## src/rtl/dram_arbiter.sv

```systemverilog
// Data-RAM arbiter: CPU (P0) fixed priority, DMA/debug (P1/P2) round-robin with starvation hold.
// Optional performance counters are built when DRAM_ARB_PERF_EN is defined.
module dram_arbiter #(
    parameter int DWIDTH     = 12,
    parameter int STARVE_MAX = 8
) (
    input  logic              clk,
    input  logic              rst_n,
    input  logic              cpu_req,
    input  logic              cpu_we,
    input  logic [DWIDTH-1:0] cpu_adr,
    input  logic [31:0]       cpu_wdata,
    output logic              cpu_hold,
    input  logic              dma_req,
    input  logic              dma_we,
    input  logic [DWIDTH-1:0] dma_adr,
    input  logic [31:0]       dma_wdata,
    output logic              dma_gnt,
    input  logic              dbg_req,
    input  logic              dbg_we,
    input  logic [DWIDTH-1:0] dbg_adr,
    input  logic [31:0]       dbg_wdata,
    output logic              dbg_gnt,
    output logic              ram_en,
    output logic              ram_we,
    output logic [DWIDTH-1:0] ram_adr,
    output logic [31:0]       ram_wdata,
    input  logic [31:0]       ram_rdata,
    output logic [31:0]       rdata,
    output logic [2:0]        rvalid,
    output logic [15:0]       perf_gnt1,
    output logic [15:0]       perf_conf
);

    typedef enum logic {ARB, HOLD} state_t;

    localparam logic [7:0] STARVE_LAST = 8'(STARVE_MAX - 1);

    state_t     state, state_nxt;
    logic       rr_ptr, rr_nxt;         // 0: P1 preferred, 1: P2 preferred
    logic [7:0] starve_cnt, starve_nxt;
    logic       cpu_gnt;
    logic       pend;
    logic       pick_dbg;

    assign pend     = dma_req | dbg_req;
    assign pick_dbg = dbg_req & (rr_ptr | ~dma_req);

    always_ff @(posedge clk or negedge rst_n) begin
        if (!rst_n) begin
            state      <= ARB;
            rr_ptr     <= 1'b0;
            starve_cnt <= 8'd0;
        end else begin
            state      <= state_nxt;
            rr_ptr     <= rr_nxt;
            starve_cnt <= starve_nxt;
        end
    end

    always_comb begin
        state_nxt  = state;
        rr_nxt     = rr_ptr;
        starve_nxt = starve_cnt;
        cpu_gnt    = 1'b0;
        dma_gnt    = 1'b0;
        dbg_gnt    = 1'b0;
        cpu_hold   = 1'b0;
        case (state)
            ARB: begin
                if (cpu_req) begin
                    cpu_gnt = 1'b1;
                    if (pend) begin
                        // P1/P2 lost to the CPU: count, and force a hold at the limit
                        if (starve_cnt == STARVE_LAST) state_nxt = HOLD;
                        else                           starve_nxt = starve_cnt + 8'd1;
                    end else begin
                        starve_nxt = 8'd0;
                    end
                end else begin
                    dma_gnt    = pend & ~pick_dbg;
                    dbg_gnt    = pick_dbg;
                    starve_nxt = 8'd0;
                end
            end
            HOLD: begin
                cpu_hold   = 1'b1;
                dma_gnt    = pend & ~pick_dbg;
                dbg_gnt    = pick_dbg;
                starve_nxt = 8'd0;
                state_nxt  = ARB;
            end
            default: state_nxt = ARB;
        endcase
        // point at the loser so the same requester never wins twice while the other waits
        if (dma_gnt) rr_nxt = 1'b1;
        if (dbg_gnt) rr_nxt = 1'b0;
    end

    always_comb begin
        ram_we    = 1'b0;
        ram_adr   = '0;
        ram_wdata = '0;
        if (cpu_gnt) begin
            ram_we    = cpu_we;
            ram_adr   = cpu_adr;
            ram_wdata = cpu_wdata;
        end else if (dma_gnt) begin
            ram_we    = dma_we;
            ram_adr   = dma_adr;
            ram_wdata = dma_wdata;
        end else if (dbg_gnt) begin
            ram_we    = dbg_we;
            ram_adr   = dbg_adr;
            ram_wdata = dbg_wdata;
        end
    end

    assign ram_en = cpu_gnt | dma_gnt | dbg_gnt;
    assign rdata  = ram_rdata;

    always_ff @(posedge clk or negedge rst_n) begin
        if (!rst_n) rvalid <= 3'b000;
        else        rvalid <= {dbg_gnt & ~dbg_we, dma_gnt & ~dma_we, cpu_gnt & ~cpu_we};
    end

`ifdef DRAM_ARB_PERF_EN
    logic conflict;
    assign conflict = (cpu_req & dma_req) | (cpu_req & dbg_req) | (dma_req & dbg_req);

    always_ff @(posedge clk or negedge rst_n) begin
        if (!rst_n) begin
            perf_gnt1 <= 16'd0;
            perf_conf <= 16'd0;
        end else begin
            if (dma_gnt && perf_gnt1 != 16'hFFFF)  perf_gnt1 <= perf_gnt1 + 16'd1;
            if (conflict && perf_conf != 16'hFFFF) perf_conf <= perf_conf + 16'd1;
        end
    end
`else
    assign perf_gnt1 = 16'd0;
    assign perf_conf = 16'd0;
`endif

endmodule

```

## config.mk

```make
export PLATFORM = sky130hd
export DESIGN_NAME = dram_arbiter
export DESIGN_NICKNAME = d
export VERILOG_FILES = /design/src/rtl/dram_arbiter.sv
export SDC_FILE = /design/constraint.sdc
export NUM_CORES = 1
export LEC_CHECK = 0
export BUFFER_PORTS_ARGS = -buffer_cell sky130_fd_sc_hd__buf_2
export CAP_MARGIN = 20
export CORE_AREA = 5 5 108 110
export DETAILED_ROUTE_END_ITERATION = 8
export DIE_AREA = 0 0 113 115
export HOLD_SLACK_MARGIN = 0.06
export PLACE_DENSITY_LB_ADDON = 0.12
export SYNTH_ARGS = -nofsm -noshare
export SYNTH_HDL_FRONTEND = slang
export SYNTH_SLANG_ARGS = --single-unit
```

## constraint.sdc

```tcl
create_clock -name clk -period 1.6 [get_ports clk]
set_clock_uncertainty 0.05 [all_clocks]
set_input_delay 0.16 -clock clk [delete_from_list [all_inputs] [get_ports clk]]
set_output_delay 0.16 -clock clk [all_outputs]
set_load 0.1 [all_outputs]
```

== Word-level counts from Yosys, hierarchy flattened ==
Index checks and enable logic that the tools add are counted.

* Register bits: 13
* Input bits: 172
* Output and inout bits: 116
* Word-level logic and storage cells: 49

* $add $sub $neg: 1
* Eq/ne operators: 2
* Muxes and demuxes: 26
* Bitwise gates (word level): 15
* Reductions and logical operators: 1

{| class="wikitable"
|+ Operator list
! operator !! count
|-
| 2-to-1 mux 32 bit || 3
|-
| 2-to-1 mux 12 bit || 3
|-
| 2-to-1 mux 8 bit || 3
|-
| one-hot mux 8 bit (2 select lines) || 1
|-
| 2-to-1 mux 1 bit || 13
|-
| adder 8 x 1 -> 8 bit (second input constant) || 1
|-
| equality test 8 x 3 -> 1 bit (second input constant) || 1
|-
| NOT 1 bit || 6
|-
| one-hot mux 1 bit (2 select lines) || 3
|-
| AND 1 bit || 5
|-
| != test 4 bit (second input constant) || 1
|-
| OR 1 bit || 4
|-
| nonzero test 2 bit || 1
|}

== Logic depth before layout (Yosys ltp) ==
* Word-level depth: 9
* Mapped depth: 5
* Gate-level depth less buffers: 4

== Least setup slack after synthesis ==
Ideal clock, no wire load.

* Kind: flip-flop to output port
* Start: register state
* End: output ram_adr[10]
* Arrival: 2.908 ns
* Data required time: 1.390 ns
* Slack: -1.518 ns
* Cell stages (with the launch flop): 6
* Buffers on the path: 2
* Cells stage by stage: dfrtp_1 nand2b_4 and3_1 buf_2 buf_2 a221o_1

* Elaborated cells between the ends (all ways): 7
* Those cells by class: 6 x mux; 1 x bitwise

{| class="wikitable"
|+ RTL lines
! element !! line !! text
|-
| start, declared || 39 || <nowiki>state_t state, state_nxt;</nowiki>
|-
| start signal, assigned || 55 || <nowiki>state <= state_nxt;</nowiki>
|-
| NOT 1 bit || -- ||
|-
| one-hot mux 1 bit (2 select lines) (*) || 69 || <nowiki>case (state)</nowiki>
|-
| via dma_gnt || 18 || <nowiki>output logic dma_gnt,</nowiki>
|-
| 2-to-1 mux 12 bit (*) || 108 || <nowiki>end else if (dma_gnt) begin</nowiki>
|-
| 2-to-1 mux 12 bit (*) || 104 || <nowiki>if (cpu_gnt) begin</nowiki>
|-
| end, declared || 26 || <nowiki>output logic [DWIDTH-1:0] ram_adr,</nowiki>
|}

The timed path passes the listed nets; every way through them passes the cells marked *.

== Worst setup path after layout ==
* Start: register state
* End: output ram_wdata[8]

* Longest elaborated chain between the ends: 5
* Elaborated cells between the ends (all ways): 7
* Those cells by class: 6 x mux; 1 x bitwise

{| class="wikitable"
|+ RTL lines
! element !! line !! text
|-
| NOT 1 bit || -- ||
|-
| one-hot mux 1 bit (2 select lines) || 69 ||
|-
| 2-to-1 mux 32 bit || 112 || <nowiki>end else if (dbg_gnt) begin</nowiki>
|-
| 2-to-1 mux 32 bit || 108 ||
|-
| 2-to-1 mux 32 bit (*) || 104 ||
|-
| end, declared || 27 || <nowiki>output logic [31:0] ram_wdata,</nowiki>
|}

Mark *: on every way between the ends. The rest lies on a longest branch, timed or not.

==> impl_metrics.tcl <==
set metrics [dict create \
    grt_pass1_vias 2396 \
    fin_ws_ps -436 \
    routed_wirelength_um 10000 \
    status "finished, violations left" \
    syn_to_final_growth_pct 119 \
    clkTransAtPathRegs_ps 60 \
    vias_per_cell 4.33 \
    synthMuxAreaShare_pct 1.01 \
    grt_pass1_wl_um 14200 \
    max_freq_mhz 491 \
    grt_use_met3_pct 2.11 \
    wl_per_cell_um 18.3 \
    rsz0062_at_grt "true" \
    cts_max_level 1 \
    tns_ps -18790 \
    ir_drop_mv 0.360 \
    p_seq_share_pct 10.9 \
    gp_congestion 0.854 \
    crit_required_ps 1390 \
    drcViolationCount 0 \
    synthTopCellsByArea "buf_4, a221o_1, dfrtp_1" \
    cts_tree "done" \
    power.net_switching_w 0.00178 \
    dr_total_vias 2366 \
    critPathMaxFanout 23 \
    grt_util_met2_pct 25.2 \
    dieArea_um2 13000 \
    synth_cell_types 30 \
    worstSetupEndpointType "output pin" \
    hold_viol 0 \
    cp.arrival_ps 1830 \
    path_buf_inv 2 \
    crit_slowest_cell "dfrtp_4" \
    synth-simple-area-share_pct 25.0 \
    hp-class "in -> reg" \
    cpPeakStageDelay_ps 470 \
    synth-compound-area-share_pct 25.6 \
    critical_path.cell_chain "nand2b_4 -> and3_4 -> buf_12 -> a221o_4 -> buf_12" \
    fin_crit_ps 2040 \
    synth_area_leader_cell "buf_4" \
    dp_hpwl_um 8290 \
    drive_gt1_share_pct 69.3 \
    io_pins 288 \
    clockRootBuffer "clkbuf_8" \
    first_iter_violations 104 \
    synth_area_um2 1980 \
    synth_top_area_share_pct 24.3 \
    violations "negative setup slack" \
    grt_usage_pct 14.0 \
    power_frac_comb_pct 80.1 \
    yosysSeqAreaShare_pct 16.5 \
    p_int_w 0.00144 \
    cts.path.max_buffers 2 \
    grt_use_met1_pct 17.3 \
    p_leak_nw 2.05 \
    grt_antenna_before_repair 0 \
    dpl_cell_area_um2 4040 \
    io_buffers 191 \
    setup_viol 47 \
    postSynthCellCount 234 \
    synthXorXnorAreaFrac_pct 0.886 \
    post_layout_nonfiller_instances 547 \
    power_density_nw_per_um2 745 \
    placed_cells 534 \
    critPathKind "reg -> out" \
    postRouteAntennaNets 0 \
    critPathTopFamily "flip-flops" \
    cts_sinks 13 \
    die_x_um 113 \
    p_clk_share_pct 9.0 \
    overflow 0 \
    num_antenna_cells 0 \
    syn_area_per_cell_um2 8.45 \
    synthAdderAreaFrac_pct 1.27 \
    grt_max_degree 24 \
    numCtsBuffers 3 \
    critPathLaunchType "register" \
    clk_latency_ps 240 \
    p_sw_share_pct 55.2 \
    final_area_um2 4330 \
    cp_common_cell "buf_12" \
    ys_ff_latch 13 \
    fp.dieH_um 115 \
    synth_top_family_by_area "buffers and inverters" \
    drv_slew 0 \
    drt-pass1-iter-count 6 \
    core_um2 10600 \
    start_util_pct 18.6 \
    period_share_pct 127 \
    yosysWarnings 0 \
    top_usage_layer "met2" \
    drv_cap 0 \
    rows 38 \
    nets 582 \
    fin_util_pct 40.9 \
]
## cell usage after synthesis
cell	count
nand3b_1	1
nand2b_1	2
buf_4	64
mux2i_1	2
clkbuf_1	5
nand4_1	2
nor3_1	3
buf_2	6
a211oi_1	3
and3_1	2
nand3_1	6
and2b_1	1
buf_6	5
nor2_1	3
nand2b_4	1
conb_1	1
nor4b_4	1
xor2_1	2
nor3_2	1
nor2b_1	3
or2_1	1
o21ai_0	3
or3_1	3
dfrtp_1	13
a21oi_1	3
ha_1	2
and2_1	44
nand2_1	5
a221o_1	44
a31oi_1	2
## flip-flops by register name, summed over array words and instances, names as in the netlist
name	count
rr_ptr	1
rvalid	3
state	1
starve_cnt	8
## repair_timing
action / in CTS / in global routing
hold endpoints to repair: 14 / 0
pin swaps: 1 / 9
resized for setup: 12 / 14
buffers inserted: 2 / 3
setup endpoints to repair: 53 / 54
hold buffers: 2 / 0
gates cloned: 3 / 0
## kinds of logic (layout without fill, tap and decap cells)
| family | Yosys count | count (layout) |
|---|---|---|
| AOI/OAI and AO/OA | 55 | 55 |
| buffers and inverters | 80 | 222 |
| xor gates and xnor gates | 2 | 2 |
| and+or+nand+nor | 79 | 79 |
| other | 1 | 32 |
| adders and majority gates | 2 | 2 |
| muxes | 2 | 2 |
| DFF | 13 | 13 |
## layer usage
layer / part of all wire (%) / up-vias
li1: - / 1114
met1: 39 / 1112
met2: 52 / 130
met3: 6.8 / 10
met4: 1.6 / 0
met5: 0 / -
## worst reg2reg max path, cell delays in order, from the launching register on
cell	delay, ps
dfrtp_4	470
and2b_4	340
buf_12	140
buf_8	100
buf_8	120
nand2_8	80
a211oi_2	150
## power groups by stage
stage,combinational [W],sequential [W],clock [W]
global route,0.00266,0.000353,0.000319
finish,0.00259,0.000352,0.000291
CTS,0.00259,0.000352,0.000303
detailed placement,0.00253,0.000357,0
global placement,0.00252,0.000357,0
floorplan,0.00212,0.000382,0
## worst paths after layout
path / depth (start not counted) / from / to / slack, ps
setup / recovery: 5 / state$_DFF_PN0_ / ram_wdata[8] / -440
setup reg to reg: 6 / state$_DFF_PN0_ / starve_cnt[7]$_DFFE_PN0P_ / 60
max in group asynchronous: 2 / rst_n / state$_DFF_PN0_ / 950
hold / removal: 2 / dbg_we / rvalid[2]$_DFF_PN0_ / 80
hold reg to reg: 2 / rr_ptr$_DFFE_PN0P_ / rr_ptr$_DFFE_PN0P_ / 520
min in group asynchronous: 2 / rst_n / starve_cnt[5]$_DFFE_PN0P_ / 280
## area by class of cell
cell class              instances  area (µm²)
multi-input cells             172        1730
clock buffers                   4        45.0
flip-flops and latches         13         329
fillers                      1054        6270
repair buffers                218        2050
well taps                     140         175
## stage by stage
stage               setup WS, ps  hold slack (ps)  power [W]
global placement            -211             19.8    0.00287
global route                -481             90.4    0.00334
CTS                         -456             87.8    0.00324
detailed placement          -219             23.0    0.00288
floorplan                   -414             -186    0.00250
finish                      -436             78.9    0.00323
## layout by cell type, fill, tap and decap left out, drive strengths merged, types with 2 or more instances in the layout
master       Yosys  routed
a211oi           3       3
a21oi            3       3
a221o           44      44
a31oi            2       2
and2            44      44
and3             2       2
buf             75     215
clkbuf           5       4
conb             1      32
dfrtp           13      13
dlygate4sd3      0       2
ha               2       2
mux2i            2       2
nand2            5       5
nand2b           3       3
nand3            6       6
nand4            2       2
nor2             3       3
nor2b            3       3
nor3             4       4
o21ai            3       3
or3              3       3
xor2             2       2
Power figures use the tool's default switching activity.
